$ cat config.mk
export PLATFORM = sky130hd
export DESIGN_NAME = online_seq_ctrl
export DESIGN_NICKNAME = d
export VERILOG_FILES = /design/src/rtl/online_seq_pkg.sv /design/src/rtl/online_digit_shreg.sv /design/src/rtl/online_seq_ctrl.sv
export SDC_FILE = /design/constraint.sdc
export NUM_CORES = 1
export LEC_CHECK = 0
export ABC_AREA = 1
export ABC_CLOCK_PERIOD_IN_PS = 1350
export CELL_PAD_IN_SITES_DETAIL_PLACEMENT = 1
export CELL_PAD_IN_SITES_GLOBAL_PLACEMENT = 2
export CORE_UTILIZATION = 24
export DETAILED_ROUTE_END_ITERATION = 7
export GPL_ROUTABILITY_DRIVEN = 0
export PLACE_DENSITY_LB_ADDON = 0.1
export REMOVE_ABC_BUFFERS = 1
export SYNTH_ARGS = -nofsm -noshare
export SYNTH_HDL_FRONTEND = slang
export SYNTH_SLANG_ARGS = --single-unit
$ cat constraint.sdc
create_clock -name clk -period 1.35 [get_ports clk]
set_input_delay 0.2025 -clock clk [delete_from_list [all_inputs] [get_ports clk]]
set_output_delay 0.2025 -clock clk [all_outputs]
set_load 0.05 [all_outputs]
$ cat src/rtl/online_seq_pkg.sv
// Shared types for the online sequencer: FSM states, signed-digit codes, digit normalisation.
package online_seq_pkg;

   typedef enum logic [1:0] {
      ST_IDLE  = 2'd0,
      ST_FEED  = 2'd1,
      ST_FLUSH = 2'd2,
      ST_DONE  = 2'd3
   } seq_state_t;

   localparam logic [1:0] DIG_POS  = 2'b10;
   localparam logic [1:0] DIG_NEG  = 2'b01;
   localparam logic [1:0] DIG_ZERO = 2'b00;

   // {p,n}=11 is a redundant encoding of zero; the datapath only accepts 00
   function automatic logic [1:0] norm_digit(input logic [1:0] d);
      return (d == 2'b11) ? DIG_ZERO : d;
   endfunction

endpackage

$ cat src/rtl/online_digit_shreg.sv
// Parallel-load, MSD-first shift register of N two-bit digits; load wins over shift.
// Shifting moves digits towards the MSD end and inserts shift_in at the LSD end.
module online_digit_shreg
   import online_seq_pkg::*;
#(
   parameter int N = 4
) (
   input  logic           clk,
   input  logic           rst_n,
   input  logic           load,
   input  logic [2*N-1:0] load_data,
   input  logic           shift,
   input  logic [1:0]     shift_in,
   output logic [1:0]     msd,
   output logic [2*N-1:0] word
);

   always_ff @(posedge clk) begin
      if (!rst_n) begin
         word <= '0;
      end else if (load) begin
         word <= load_data;
      end else if (shift) begin
         word <= {word[2*N-3:0], shift_in};
      end
   end

   assign msd = word[2*N-1 -: 2];

endmodule

$ cat src/rtl/online_seq_ctrl.sv
// Online sequencer: feeds a word MSD-first then DELTA zeros, collects dp_out; result STAGE+DELTA+1 cycles after accept.
// in_ready only in IDLE; DONE holds the result until out_ready. ONLINE_SEQ_OVF_EN adds integer-part overflow flag.
module online_seq_ctrl
   import online_seq_pkg::*;
#(
   parameter int STAGE = 4,
   parameter int DELTA = 2
) (
   input  logic               clk,
   input  logic               rst_n,
   input  logic               in_valid,
   output logic               in_ready,
   input  logic [2*STAGE-1:0] in_data,
   output logic               dp_init,
   output logic               dp_en,
   output logic [1:0]         dp_digit,
   input  logic [1:0]         dp_out,
   output logic               out_valid,
   input  logic               out_ready,
   output logic [2*STAGE-1:0] out_data,
   output logic               out_ovf
);

   localparam int CW = $clog2(STAGE + DELTA + 1);
   localparam logic [CW-1:0] K_FEED_LAST  = CW'(STAGE - 1);
   localparam logic [CW-1:0] K_FLUSH_LAST = CW'(STAGE + DELTA - 1);
   localparam logic [CW-1:0] K_DELTA      = CW'(DELTA);

   seq_state_t         state;
   logic [CW-1:0]      k;
   logic               accept;
   logic               busy;
   logic               capture;
   logic [2*STAGE-1:0] feed_load;
   logic [2*STAGE-1:0] feed_word_unused;
   logic [1:0]         collect_msd_unused;

   assign in_ready = (state == ST_IDLE);
   assign accept   = in_valid && in_ready;
   assign dp_init  = accept;
   assign busy     = (state == ST_FEED) || (state == ST_FLUSH);
   // dp_out only carries fractional result digits once the online delay has elapsed
   assign capture  = busy && (k >= K_DELTA);

   always_comb begin
      feed_load = '0;
      for (int i = 0; i < STAGE; i++) begin
         feed_load[2*i +: 2] = norm_digit(in_data[2*i +: 2]);
      end
   end

   // Zero fill means the feed register reads 00 once all digits have left,
   // so dp_digit needs no extra gating in FLUSH/DONE/IDLE.
   online_digit_shreg #(.N(STAGE)) u_feed (
      .clk       (clk),
      .rst_n     (rst_n),
      .load      (accept),
      .load_data (feed_load),
      .shift     (state == ST_FEED),
      .shift_in  (DIG_ZERO),
      .msd       (dp_digit),
      .word      (feed_word_unused)
   );

   online_digit_shreg #(.N(STAGE)) u_collect (
      .clk       (clk),
      .rst_n     (rst_n),
      .load      (accept),
      .load_data ('0),
      .shift     (capture),
      .shift_in  (dp_out),
      .msd       (collect_msd_unused),
      .word      (out_data)
   );

   always_ff @(posedge clk) begin
      if (!rst_n) begin
         state     <= ST_IDLE;
         k         <= '0;
         dp_en     <= 1'b0;
         out_valid <= 1'b0;
      end else begin
         case (state)
            ST_IDLE: begin
               if (in_valid) begin
                  state <= ST_FEED;
                  k     <= '0;
                  dp_en <= 1'b1;
               end
            end
            ST_FEED: begin
               k <= k + 1'b1;
               if (k == K_FEED_LAST) begin
                  state <= ST_FLUSH;
               end
            end
            ST_FLUSH: begin
               if (k == K_FLUSH_LAST) begin
                  state     <= ST_DONE;
                  dp_en     <= 1'b0;
                  out_valid <= 1'b1;
               end else begin
                  k <= k + 1'b1;
               end
            end
            ST_DONE: begin
               if (out_ready) begin
                  state     <= ST_IDLE;
                  out_valid <= 1'b0;
               end
            end
            default: begin
               state     <= ST_IDLE;
               dp_en     <= 1'b0;
               out_valid <= 1'b0;
            end
         endcase
      end
   end

`ifdef ONLINE_SEQ_OVF_EN
   // A nonzero digit before the online delay has elapsed is an integer-part digit
   always_ff @(posedge clk) begin
      if (!rst_n) begin
         out_ovf <= 1'b0;
      end else if (accept) begin
         out_ovf <= 1'b0;
      end else if (busy && (k < K_DELTA) && (dp_out != DIG_ZERO)) begin
         out_ovf <= 1'b1;
      end
   end
`else
   assign out_ovf = 1'b0;
`endif

endmodule

==> summary.txt <==
Status
  • Outcome: complete, but fails checks
  • Failing checks: negative setup slack

Route
  • Vias per cell: 4.15
  • # DRC: 0
  • Routed Antenna Nets: 0
  • Routed WL: 3.32 mm
  • Max layer used: met4
  • DR WL/cell: 11.7 µm
  • Metal-1 WL: 1.58 mm
  • Initial DRC count: 34
  • Via Count: 1,175
  • Drt first pass iters: 4
  • Wire length on met2: 1.59 mm
  • Detailed-routed wire length on met3: 130 µm

STA
  • Final setup viols: 1
  • RSZ-0062 raised after global routing: yes
  • Max-slew violation count: 0
  • Fin. Hold Viols: 0
  • Final WS setup: -0.00126 ns
  • F_max: 740 MHz
  • Min Tclk post-route: 1.35 ns
  • Worst clock skew: 0.00493 ns
  • Period utilization: 100%

Critical path
  • Top delay family on crit path: flip-flops
  • Startpoint types: register
  • Worst-path maximum fanout: 4
  • Critical path class: reg -> out
  • CP peak stage delay: 0.37 ns
  • Arrival time of the worst setup path: 1.15 ns
  • Worst Reg-to-Reg Cells: 10
  • Critical path's slowest cell: dfxtp_2
  • Critical path endpoint category: output pin
  • Critical Path RT: 1.15 ns
  • Crit path buf inv count: 3
  • R2R Setup Slk: 0.02 ns
  • CP Cell Sequence: inv_2, ha_4, buf_4, buf_12
  • Critical path launch point: state[1]$_SDFFE_PN0P_
  • Worst reg2reg path startpoint: state[1]$_SDFFE_PN0P_
  • CP Depth: 4

Global route
  • Antenna violations before repair: 0
  • Largest net degree at the start of global routing: 14
  • First-pass GRT wire length: 5.64 mm
  • Vias in the first global route: 1,241
  • GRT Util Overall: 13.7%
  • Gr ovfl total: 0

Cells and area
  • Fillers: 611
  • Synth-to-layout area growth: 56.8%
  • ANT cells: 0
  • Layout cell share with drive strength beyond 1: 28.7%
  • Total Nets Final: 240
  • Fin util: 40.0%
  • Post-layout instance area: 0.00193 mm²

Floorplanning
  • I/O Pins: 29
  • Core ar.: 0.00482 mm²
  • Initial core utilization: 25.5%
  • Std-Cell Rows: 25
  • Die height: 73.6 µm
  • Die ar.: 0.00541 mm²
  • Chip width: 73.6 µm

Place
  • PortBufs: 27
  • Placed Area: 0.00177 mm²
  • Hpwl dp: 2.54 mm
  • Dpl ws: -0.111 ns

Run
  • Max Cap Viol: 0

Power
  • Peak VDD IR: 1230 µV
  • Total power: 4.42 mW
  • Power Density: 2290 mW/mm²
  • Leakage power: 0.895 nW

Clock network
  • Worst-skew pair later-pin latency: 0.27 ns
  • CTS tree: yes
  • Clk sinks: 23
  • Clk root buf: clkbuf_8
  • CTS clock-pin slew for the worst setup and hold paths: 0.09 ns
  • CTS Buf Count: 3
  • Cts hold-fix bufs: 0
  • H-tree levels: 1
  • CTS max path bufs: 2

Logic synthesis
  • #FFs+latches synth: 23
  • Yosys warns: 0
  • Area of the mapped netlist: 0.00123 mm²
  • Area leader, netlist: dfxtp_1
  • Post-synthesis sequential area ratio: 37.4%
  • Gate Count Post-Synth: 176
  • Area share of the largest cell type after synthesis: 37.4%
  • Area contributors post-synth: dfxtp_1, nand2_1, ha_1
  • Mean Syn Cell Area: 6.99 µm²
  • Synth cell types: 18

Min path
  • HP Start: u_feed.word[1]$_SDFFE_PN0P_
  • Hold crit path type: reg -> reg
  • Hold Path Stages: 2
[layout by cell type (no fill, tap or decap)]
cell type,Yosys,final
dfxtp_1,23,19
nor2_4,1,2
clkinv_2,0,1
clkbuf_8,0,3
inv_8,0,1
ha_2,0,3
nand3_2,4,6
buf_12,0,15
nand2_1,41,40
ha_1,9,5
ha_4,0,1
nor2_1,27,25
dfxtp_2,0,4
a21oi_1,13,10
buf_4,3,14
nand2_2,2,1
nand3_1,14,12
buf_6,0,1
nand3b_1,1,1
clkdlybuf4s50_1,0,13
o21ai_0,8,8
a21oi_2,0,3
conb_1,1,1
inv_2,0,3
inv_1,23,20
nor2_2,1,2
nand2_4,0,2
[area by class of cell]
cell class	instances	area, µm²	area share, %
sequential	23	465	24.1
clock buffer	3	41.3	2.14
timing repair buffer	43	547	28.4
tap	67	83.8	4.35
multi-input combinational	122	688	35.7
inverter	24	97.6	5.06
clock inverter	1	5.00	0.260
[where the power goes]
group	internal, mW	switching (mW)
logic	1.33	1.55
registers	0.887	0.211
clock network	0.206	0.240
total	2.42	2.00
[worst register-to-register path: stages (launching register included)]
cell and delay (ns):
dfxtp_2 0.37, inv_2 0.06, ha_4 0.17, nand2_4 0.09
inv_8 0.05, buf_6 0.11, nor2_4 0.18, nand2_1 0.09
nand3_2 0.06, nand2_1 0.05, inv_1 0.05
[final timing paths]
check / to
worst max-delay path: in_ready
worst min-delay path: u_feed.word[1]$_SDFFE_PN0P_
worst max register to register: u_feed.word[2]$_SDFFE_PN0P_
worst min register to register: u_feed.word[1]$_SDFFE_PN0P_
[metrics by stage]
| step | instances | hold slack (ns) | TNS (ns) |
|---|---|---|---|
| CTS | 282 | 0.481 | -0.0275 |
| finish | 283 | 0.475 | -0.00126 |
| floorplan | 169 | 0.300 | -7.49 |
| global route | 283 | 0.497 | -0.681 |
| global placement | 275 | 0.454 | -0.556 |
| detailed placement | 275 | 0.472 | -1.37 |
[synthesized netlist by cell type]
library cell,count
buf_4,3
buf_2,3
nand2_2,2
nand3_1,14
a21oi_1,13
nor2_4,1
nand3b_1,1
nand2_1,41
o21ai_0,8
buf_8,1
nand3_2,4
ha_1,9
nor2_2,1
inv_4,1
inv_1,23
nor2_1,27
conb_1,1
dfxtp_1,23
[cells by family (layout without fill, tap and decap cells)]
group,Yosys count,after routing,share of synthesized area (%)
AOI/OAI and AO/OA,21,21,8.55
adders and majority gates,9,9,9.16
buffers and inverters,31,71,11.8
DFF,23,23,37.4
other,1,1,0.305
and+or+nand+nor,91,91,32.8
[registers in the layout, indices dropped and copies added, names as in the netlist]
register,count
dp_en,1
out_valid,1
k,3
state,2
u_collect.word,8
u_feed.word,8
[layer usage]
metal  up-vias  GRT usage (%)
li1        620              -
met2        22           23.5
met1       531           17.2
met5         -              0
met3         2           2.06
met4         0           5.13
[what timing repair did]
item	4_1_cts	5_1_grt
pin swaps	4	10
buffers inserted	3	1
gates resized for setup	14	12
endpoints found under the setup margin	23	23
Power figures use the tool's default switching activity.
